==> src/rtl/irq_controller_pkg.sv <==
// Shared constants for the interrupt controller: register offsets, command/status bit positions, default sizing.
package irq_ctrl_pkg;
  localparam int DEF_N_IRQ = 6;
  localparam int DEF_ID_W  = 3;

  localparam logic [2:0] OFF_MASK  = 3'd0;
  localparam logic [2:0] OFF_MODE  = 3'd1;
  localparam logic [2:0] OFF_PEND  = 3'd2;
  localparam logic [2:0] OFF_VEC   = 3'd3;
  localparam logic [2:0] OFF_INSVC = 3'd4;

  localparam int CMD_CLAIM_BIT = 31;
  localparam int VALID_BIT     = 31;
endpackage

==> src/rtl/irq_controller_if.sv <==
// SouthBridge register bus seen by the interrupt controller; reads are combinational, writes take effect on the WE edge.
interface irq_controller_if;
  logic [7:0]  Addr;
  logic        WE;
  logic [31:0] Din;
  logic [31:0] Dout;

  modport master (output Addr, output WE, output Din, input Dout);
  modport slave  (input Addr, input WE, input Din, output Dout);
endinterface

==> src/rtl/irq_controller_prio_enc.sv <==
// Fixed-priority encoder: index of the lowest set bit plus a valid flag. Purely combinational.
module irq_prio_enc #(
  parameter int N = 6,
  parameter int W = 3
) (
  input  logic [N-1:0] i_vec,
  output logic [W-1:0] o_idx,
  output logic         o_vld
);
  always_comb begin
    o_idx = '0;
    o_vld = 1'b0;
    // Scan high to low so the lowest set bit is the last one written.
    for (int i = N - 1; i >= 0; i--) begin
      if (i_vec[i]) begin
        o_idx = W'(i);
        o_vld = 1'b1;
      end
    end
  end
endmodule

==> src/rtl/irq_controller.sv <==
// Programmable interrupt controller: mask/mode/pending per line, in-service nesting, fixed priority (line 0 highest).
// IRQ rise to HWInt is two edges; register writes reach HWInt one edge after the write edge.
module irq_controller
  import irq_ctrl_pkg::*;
#(
  parameter int N_IRQ = DEF_N_IRQ,
  parameter int ID_W  = DEF_ID_W
) (
  input  logic             clk,
  input  logic             reset,
  irq_controller_if.slave  bus,
  input  logic [N_IRQ-1:0] IRQ,
  output logic [N_IRQ-1:0] HWInt
);
  localparam logic [N_IRQ-1:0] ONE = {{(N_IRQ-1){1'b0}}, 1'b1};

  logic [N_IRQ-1:0] r_mask, r_mode, r_pend, r_insvc, r_irq_q;

  logic [2:0]       w_off;
  logic             w_wr_mask, w_wr_mode, w_wr_pend, w_wr_vec;
  logic             w_claim_hit, w_eoi_hit;
  logic [ID_W-1:0]  w_eoi_id;
  logic [ID_W-1:0]  w_ins_idx, w_vec_id, w_ceil;
  logic             w_ins_vld, w_vec_vld;
  logic [N_IRQ-1:0] w_elig, w_clr, w_to_edge, w_pend_nxt;
  logic [N_IRQ-1:0] w_insvc_set, w_insvc_clr;
  logic [31:0]      w_dout;
  logic             w_unused;

  assign w_off     = bus.Addr[4:2];
  assign w_wr_mask = bus.WE && (w_off == OFF_MASK);
  assign w_wr_mode = bus.WE && (w_off == OFF_MODE);
  assign w_wr_pend = bus.WE && (w_off == OFF_PEND);
  assign w_wr_vec  = bus.WE && (w_off == OFF_VEC);
  assign w_eoi_id  = bus.Din[ID_W-1:0];

  irq_prio_enc #(.N(N_IRQ), .W(ID_W)) u_ceil (
    .i_vec (r_insvc),
    .o_idx (w_ins_idx),
    .o_vld (w_ins_vld)
  );

  assign w_ceil = w_ins_vld ? w_ins_idx : ID_W'(N_IRQ);

  always_comb begin
    w_elig = '0;
    for (int i = 0; i < N_IRQ; i++) begin
      w_elig[i] = r_mask[i] & r_pend[i] & (ID_W'(i) < w_ceil);
    end
  end

  irq_prio_enc #(.N(N_IRQ), .W(ID_W)) u_vec (
    .i_vec (w_elig),
    .o_idx (w_vec_id),
    .o_vld (w_vec_vld)
  );

  assign w_claim_hit = w_wr_vec && bus.Din[CMD_CLAIM_BIT] && w_vec_vld;
  assign w_eoi_hit   = w_wr_vec && !bus.Din[CMD_CLAIM_BIT] && (w_eoi_id < ID_W'(N_IRQ));

  // Edge lines: a new rise beats any clear landing on the same edge.
  assign w_clr      = ({N_IRQ{w_wr_pend}} & bus.Din[N_IRQ-1:0])
                    | (w_claim_hit ? (ONE << w_vec_id) : '0);
  assign w_to_edge  = {N_IRQ{w_wr_mode}} & bus.Din[N_IRQ-1:0] & ~r_mode;
  assign w_pend_nxt = ((r_mode & ((IRQ & ~r_irq_q) | (r_pend & ~w_clr)))
                    | (~r_mode & IRQ)) & ~w_to_edge;

  assign w_insvc_set = w_claim_hit ? (ONE << w_vec_id) : '0;
  assign w_insvc_clr = w_eoi_hit ? (ONE << w_eoi_id) : '0;

  always_ff @(posedge clk) begin
    if (reset) begin
      r_mask  <= '0;
      r_mode  <= '0;
      r_pend  <= '0;
      r_insvc <= '0;
      r_irq_q <= '0;
      HWInt   <= '0;
    end else begin
      if (w_wr_mask) r_mask <= bus.Din[N_IRQ-1:0];
      if (w_wr_mode) r_mode <= bus.Din[N_IRQ-1:0];
      r_pend  <= w_pend_nxt;
      r_insvc <= (r_insvc | w_insvc_set) & ~w_insvc_clr;
      r_irq_q <= IRQ;
      HWInt   <= w_elig;
    end
  end

  always_comb begin
    w_dout = '0;
    case (w_off)
      OFF_MASK:  w_dout[N_IRQ-1:0] = r_mask;
      OFF_MODE:  w_dout[N_IRQ-1:0] = r_mode;
      OFF_PEND:  w_dout[N_IRQ-1:0] = r_pend;
      OFF_VEC: begin
        w_dout[VALID_BIT] = w_vec_vld;
        w_dout[ID_W-1:0]  = w_vec_id;
      end
      OFF_INSVC: w_dout[N_IRQ-1:0] = r_insvc;
      default:   w_dout = '0;
    endcase
  end

  assign bus.Dout = w_dout;

  assign w_unused = ^{bus.Addr[7:5], bus.Addr[1:0], bus.Din[30:N_IRQ]};
endmodule

==> src/flat_wrapper.sv <==
// flat-port wrapper written by rule: the top's interface ports become plain ports
module irq_controller_flat import irq_ctrl_pkg::*;
#(
  parameter int N_IRQ = DEF_N_IRQ,
  parameter int ID_W  = DEF_ID_W
)
  (clk, reset, IRQ, HWInt, bus_Addr, bus_WE, bus_Din, bus_Dout);
  irq_controller_if bus_i ();
  input  logic clk;
  input  logic reset;
  input  logic [N_IRQ-1:0] IRQ;
  output logic [N_IRQ-1:0] HWInt;
  input wire logic [$bits(bus_i.Addr)-1:0] bus_Addr;
  input wire logic [$bits(bus_i.WE)-1:0] bus_WE;
  input wire logic [$bits(bus_i.Din)-1:0] bus_Din;
  output wire logic [$bits(bus_i.Dout)-1:0] bus_Dout;
  assign bus_i.Addr = bus_Addr;
  assign bus_i.WE = bus_WE;
  assign bus_i.Din = bus_Din;
  assign bus_Dout = bus_i.Dout;
  irq_controller #(.N_IRQ(N_IRQ), .ID_W(ID_W)) u_core (.clk(clk), .reset(reset), .bus(bus_i), .IRQ(IRQ), .HWInt(HWInt));
endmodule
==> config.mk <==
export PLATFORM = sky130hd
export DESIGN_NAME = irq_controller_flat
export DESIGN_NICKNAME = d
export VERILOG_FILES = /design/src/rtl/irq_controller_pkg.sv /design/src/rtl/irq_controller_if.sv /design/src/rtl/irq_controller_prio_enc.sv /design/src/rtl/irq_controller.sv /design/src/flat_wrapper.sv
export SDC_FILE = /design/constraint.sdc
export NUM_CORES = 1
export LEC_CHECK = 0
export ABC_AREA = 1
export BUFFER_PORTS_ARGS = -buffer_cell sky130_fd_sc_hd__buf_4
export CORE_MARGIN = 2
export CORE_UTILIZATION = 25
export DETAILED_ROUTE_END_ITERATION = 12
export PLACE_DENSITY = 0.55
export SYNTH_ARGS = -nofsm -noshare
export SYNTH_HDL_FRONTEND = slang
export SYNTH_SLANG_ARGS = --single-unit
==> constraint.sdc <==
create_clock -name clk -period 1.8 [get_ports clk]
set_input_delay 0.18 -clock clk [delete_from_list [all_inputs] [get_ports clk]]
set_output_delay 0.18 -clock clk [all_outputs]
set_load 0.1 [all_outputs]
==> summary.md <==
| Metric | Value |
|---|---|
| GR Util All Layers | `0.1343` |
| Synth area leaders | `dfxtp_1 (34%), nand2_1 (11%), buf_4 (9.0%)` |
| Root Buffer | `clkbuf_8` |
| Area fraction of the dominant cell type after synthesis | `0.3441` |
| Power per cell area | `668.8 nW/um^2` |
| Start point of the worst min-delay path | `IRQ[2]` |
| Most common cell after layout, fill and taps aside | `nand2_1` |
| Via/cell ratio | `4.277` |
| RSZ-0062 raised after global routing | `yes` |
| Final hold vios | `0` |
| Crit. End Element | `primary output` |
| Hold/Removal Path Class | `in2reg` |
| Most frequent cells in the layout | `nand2_1 (55), buf_4 (53), inv_1 (35), dfxtp_1 (30), conb_1 (25)` |
| Core area | `8175 um^2` |
| Startpoint types | `flop` |
| Detail Route Antenna Nets | `0` |
| Mean routed wirelength per cell | `12.49 um` |
| Initial Util | `0.2562` |
| Synth area leader | `dfxtp_1` |
| Cts hold-fix bufs | `0` |
| Final worst-path cycle share | `1.156` |
| Total Wirelength | `5720 um` |
| Setup Skew | `0.002961 ns` |
| DRC violations left | `0` |
| Final WS setup | `-0.2805 ns` |
| H-tree levels | `2` |
| IO buf count | `31` |
| Gr ovfl total | `0` |
| Fin cells | `458` |
| Max-cap viol count | `0` |
| Io pins | `87` |
| Critical Path RT | `1.62 ns` |
| Syn_area_per_cell | `7.247 um^2` |
| Inst Count DP | `443` |
| Unique masters post-synth | `36` |
| Top_reg_cell synth | `dfxtp_1` |
| Failing checks | `setup timing` |
| Worst vdd ir | `0.0002224 V` |
| Sequential fraction of the synthesis area | `0.3441` |
| Finish-stage setup viols | `7` |
| DR vias | `1,959` |
| RR Endpoint | `u_core.r_pend[5]$_SDFF_PP0_` |
| Area Overhead vs Synth | `34.11%` |
| Area of the multi-input gates | `1215 um^2` |
| Post-synthesis cell area | `2095 um^2` |
| Die Y | `95.53 um` |
| CTS tree | `yes` |
| HPWL after DPL | `4357 um` |
| Mapped Cells | `289` |
| Clock buffer count from CTS | `5` |
| Worst-Skew Late Latency | `0.29 ns` |
| Async SR Flop Fraction | `0` |
| Longest Clk Path Bufs | `2` |
| Crit path DAT | `1.90 ns` |
| 1st-iter DRT viols | `112` |
| Fmax | `480.7 MHz` |
| Synth warnings | `0` |
| Post-DP Area | `2540 um^2` |
| Share of cells above drive strength 1 | `0.3541` |
| Initial antenna violation count | `0` |
| Reg2reg setup slack | `-0.05 ns` |
| Worst Path Max Fanout | `4` |
| Clk pin slew, worst setup/hold paths | `0.07 ns` |
| Number of global-route vias before repair | `1,839` |
| Inserted Diodes | `0` |
| Outcome | `finished, violations left` |
| Die area | `9126 um^2` |
| Die extent in x | `95.53 um` |
| Slew Viols, Final | `0` |
| Worst setup path class | `reg2out` |
| EDFF count, synth | `0` |
| Final critical-path required period | `2.081 ns` |
| Hold path cells | `3` |
| Row count | `33` |
| Final #Nets | `401` |
| Reg2reg start | `u_core.r_insvc[4]$_SDFF_PP0_` |
| Fill count | `885` |
| First drt pass iteration count | `4` |
| Routability cong. | `0.9167` |
| Fin area | `2809 um^2` |
| R2R cell count | `16` |
| First-pass GRT wire length | `9218 um` |
| Largest net degree at the start of global routing | `25` |
| Worst hold endpoint | `u_core.r_irq_q[2]$_SDFF_PP0_` |
| Sequential cell area | `733.2 um^2` |
| Sink Count | `36` |
| Number of synthesized register bits | `36` |
| Leakage | `1.200 nW` |
critical path: stages, from the launching register on:
cell,delay [ns]
dfxtp_2,0.34
nor2_4,0.16
nand2_2,0.10
nor4_4,0.16
nand2_1,0.09
nand2_1,0.08
nand2_2,0.08
nand2_4,0.08
nand2_4,0.05
o211ai_1,0.22
buf_6,0.26
cells in the mapped netlist (3+ instances only):
cell type	instances
nor2_4	3
nand3_2	5
dfxtp_1	36
inv_2	3
a21oi_1	20
nor2_1	22
o21ai_0	10
clkbuf_1	3
buf_4	25
nand2_2	10
inv_1	37
nand2_4	4
nor3_2	3
nand3_1	15
nand2_1	60
a21oi_2	4
nor3_1	3
a221oi_1	3
state kept, by name (all words and copies together), names as in the netlist:
signal	cells
u_core.r_irq_q	6
u_core.r_insvc	6
u_core.HWInt	6
u_core.r_mode	6
u_core.r_mask	6
u_core.r_pend	6
kinds of logic (layout without fill, tap and decap cells):
group / count (synthesis) / count (layout) / share of synthesized area
buf+inv: 69 / 109 / 0.1685
compound gates: 49 / 49 / 0.1458
flops: 36 / 36 / 0.3441
simple gates: 134 / 134 / 0.3399
other cells: 1 / 25 / 0.001790
per-layer routing:
layer	vias up	routed length [um]	track usage
li1	1015	-	-
met1	890	2625	0.1799
met2	49	2699	0.2139
met3	5	329	0.02925
met4	0	65	0.04405
met5	-	0	0
final cells by class:
type / count / share of cell area
multi-input cells: 208 / 0.4325
flip-flops and latches: 36 / 0.2610
repair buffers: 60 / 0.1728
inverters: 41 / 0.05479
well taps: 105 / 0.04677
clock buffers: 8 / 0.03207
repair_timing:
| action | CTS | global route |
|---|---|---|
| setup buffers | 4 | 3 |
| pin swaps | 11 | 11 |
| hold endpoints to repair | 0 | 0 |
| gates resized for setup | 16 | 17 |
| setup endpoints to repair | 5 | 16 |
how the worst max path moves through the flow:
stage | startpoint | end | slack, ns | depth (start not counted)
finish | u_core.r_insvc[0]$_SDFF_PP0_ | bus_Dout[0] | -0.28 | 10
global route | u_core.r_insvc[4]$_SDFF_PP0_ | bus_Dout[0] | -0.43 | 15
floorplan | u_core.r_insvc[4]$_SDFF_PP0_ | bus_Dout[0] | -0.93 | 14
detailed placement | u_core.r_insvc[4]$_SDFF_PP0_ | bus_Dout[0] | -0.04 | 15
global placement | u_core.r_insvc[4]$_SDFF_PP0_ | bus_Dout[0] | -0.03 | 15
CTS | u_core.r_insvc[4]$_SDFF_PP0_ | bus_Dout[2] | -0.28 | 12
power breakdown:
group	total [W]	internal (W)	switching, W
Combinational	0.000441	0.0000778	0.000363
Sequential	0.000830	0.000815	0.0000147
Clock	0.000608	0.000313	0.000295
Total	0.00188	0.00121	0.000673
metrics by stage:
| step | setup WS [ns] | power (W) | setup TNS, ns | utilization | hold slack, ns |
|---|---|---|---|---|---|
| final | -0.2805 | 0.001879 | -0.9673 | 0.3436 | 0.09683 |
| after global routing | -0.4269 | 0.001962 | -2.208 | 0.3436 | 0.09415 |
| after CTS | -0.2779 | 0.001898 | -1.105 | 0.3338 | 0.08929 |
| after detailed placement | -0.03874 | 0.001284 | -0.05483 | 0.3107 | 0.3983 |
| after global placement | -0.03358 | 0.001281 | -0.03590 | 0.3107 | 0.3920 |
| after floorplan | -0.9334 | 0.001230 | -3.065 | - | 0.2423 |
(Power assumes the default switching activity.)
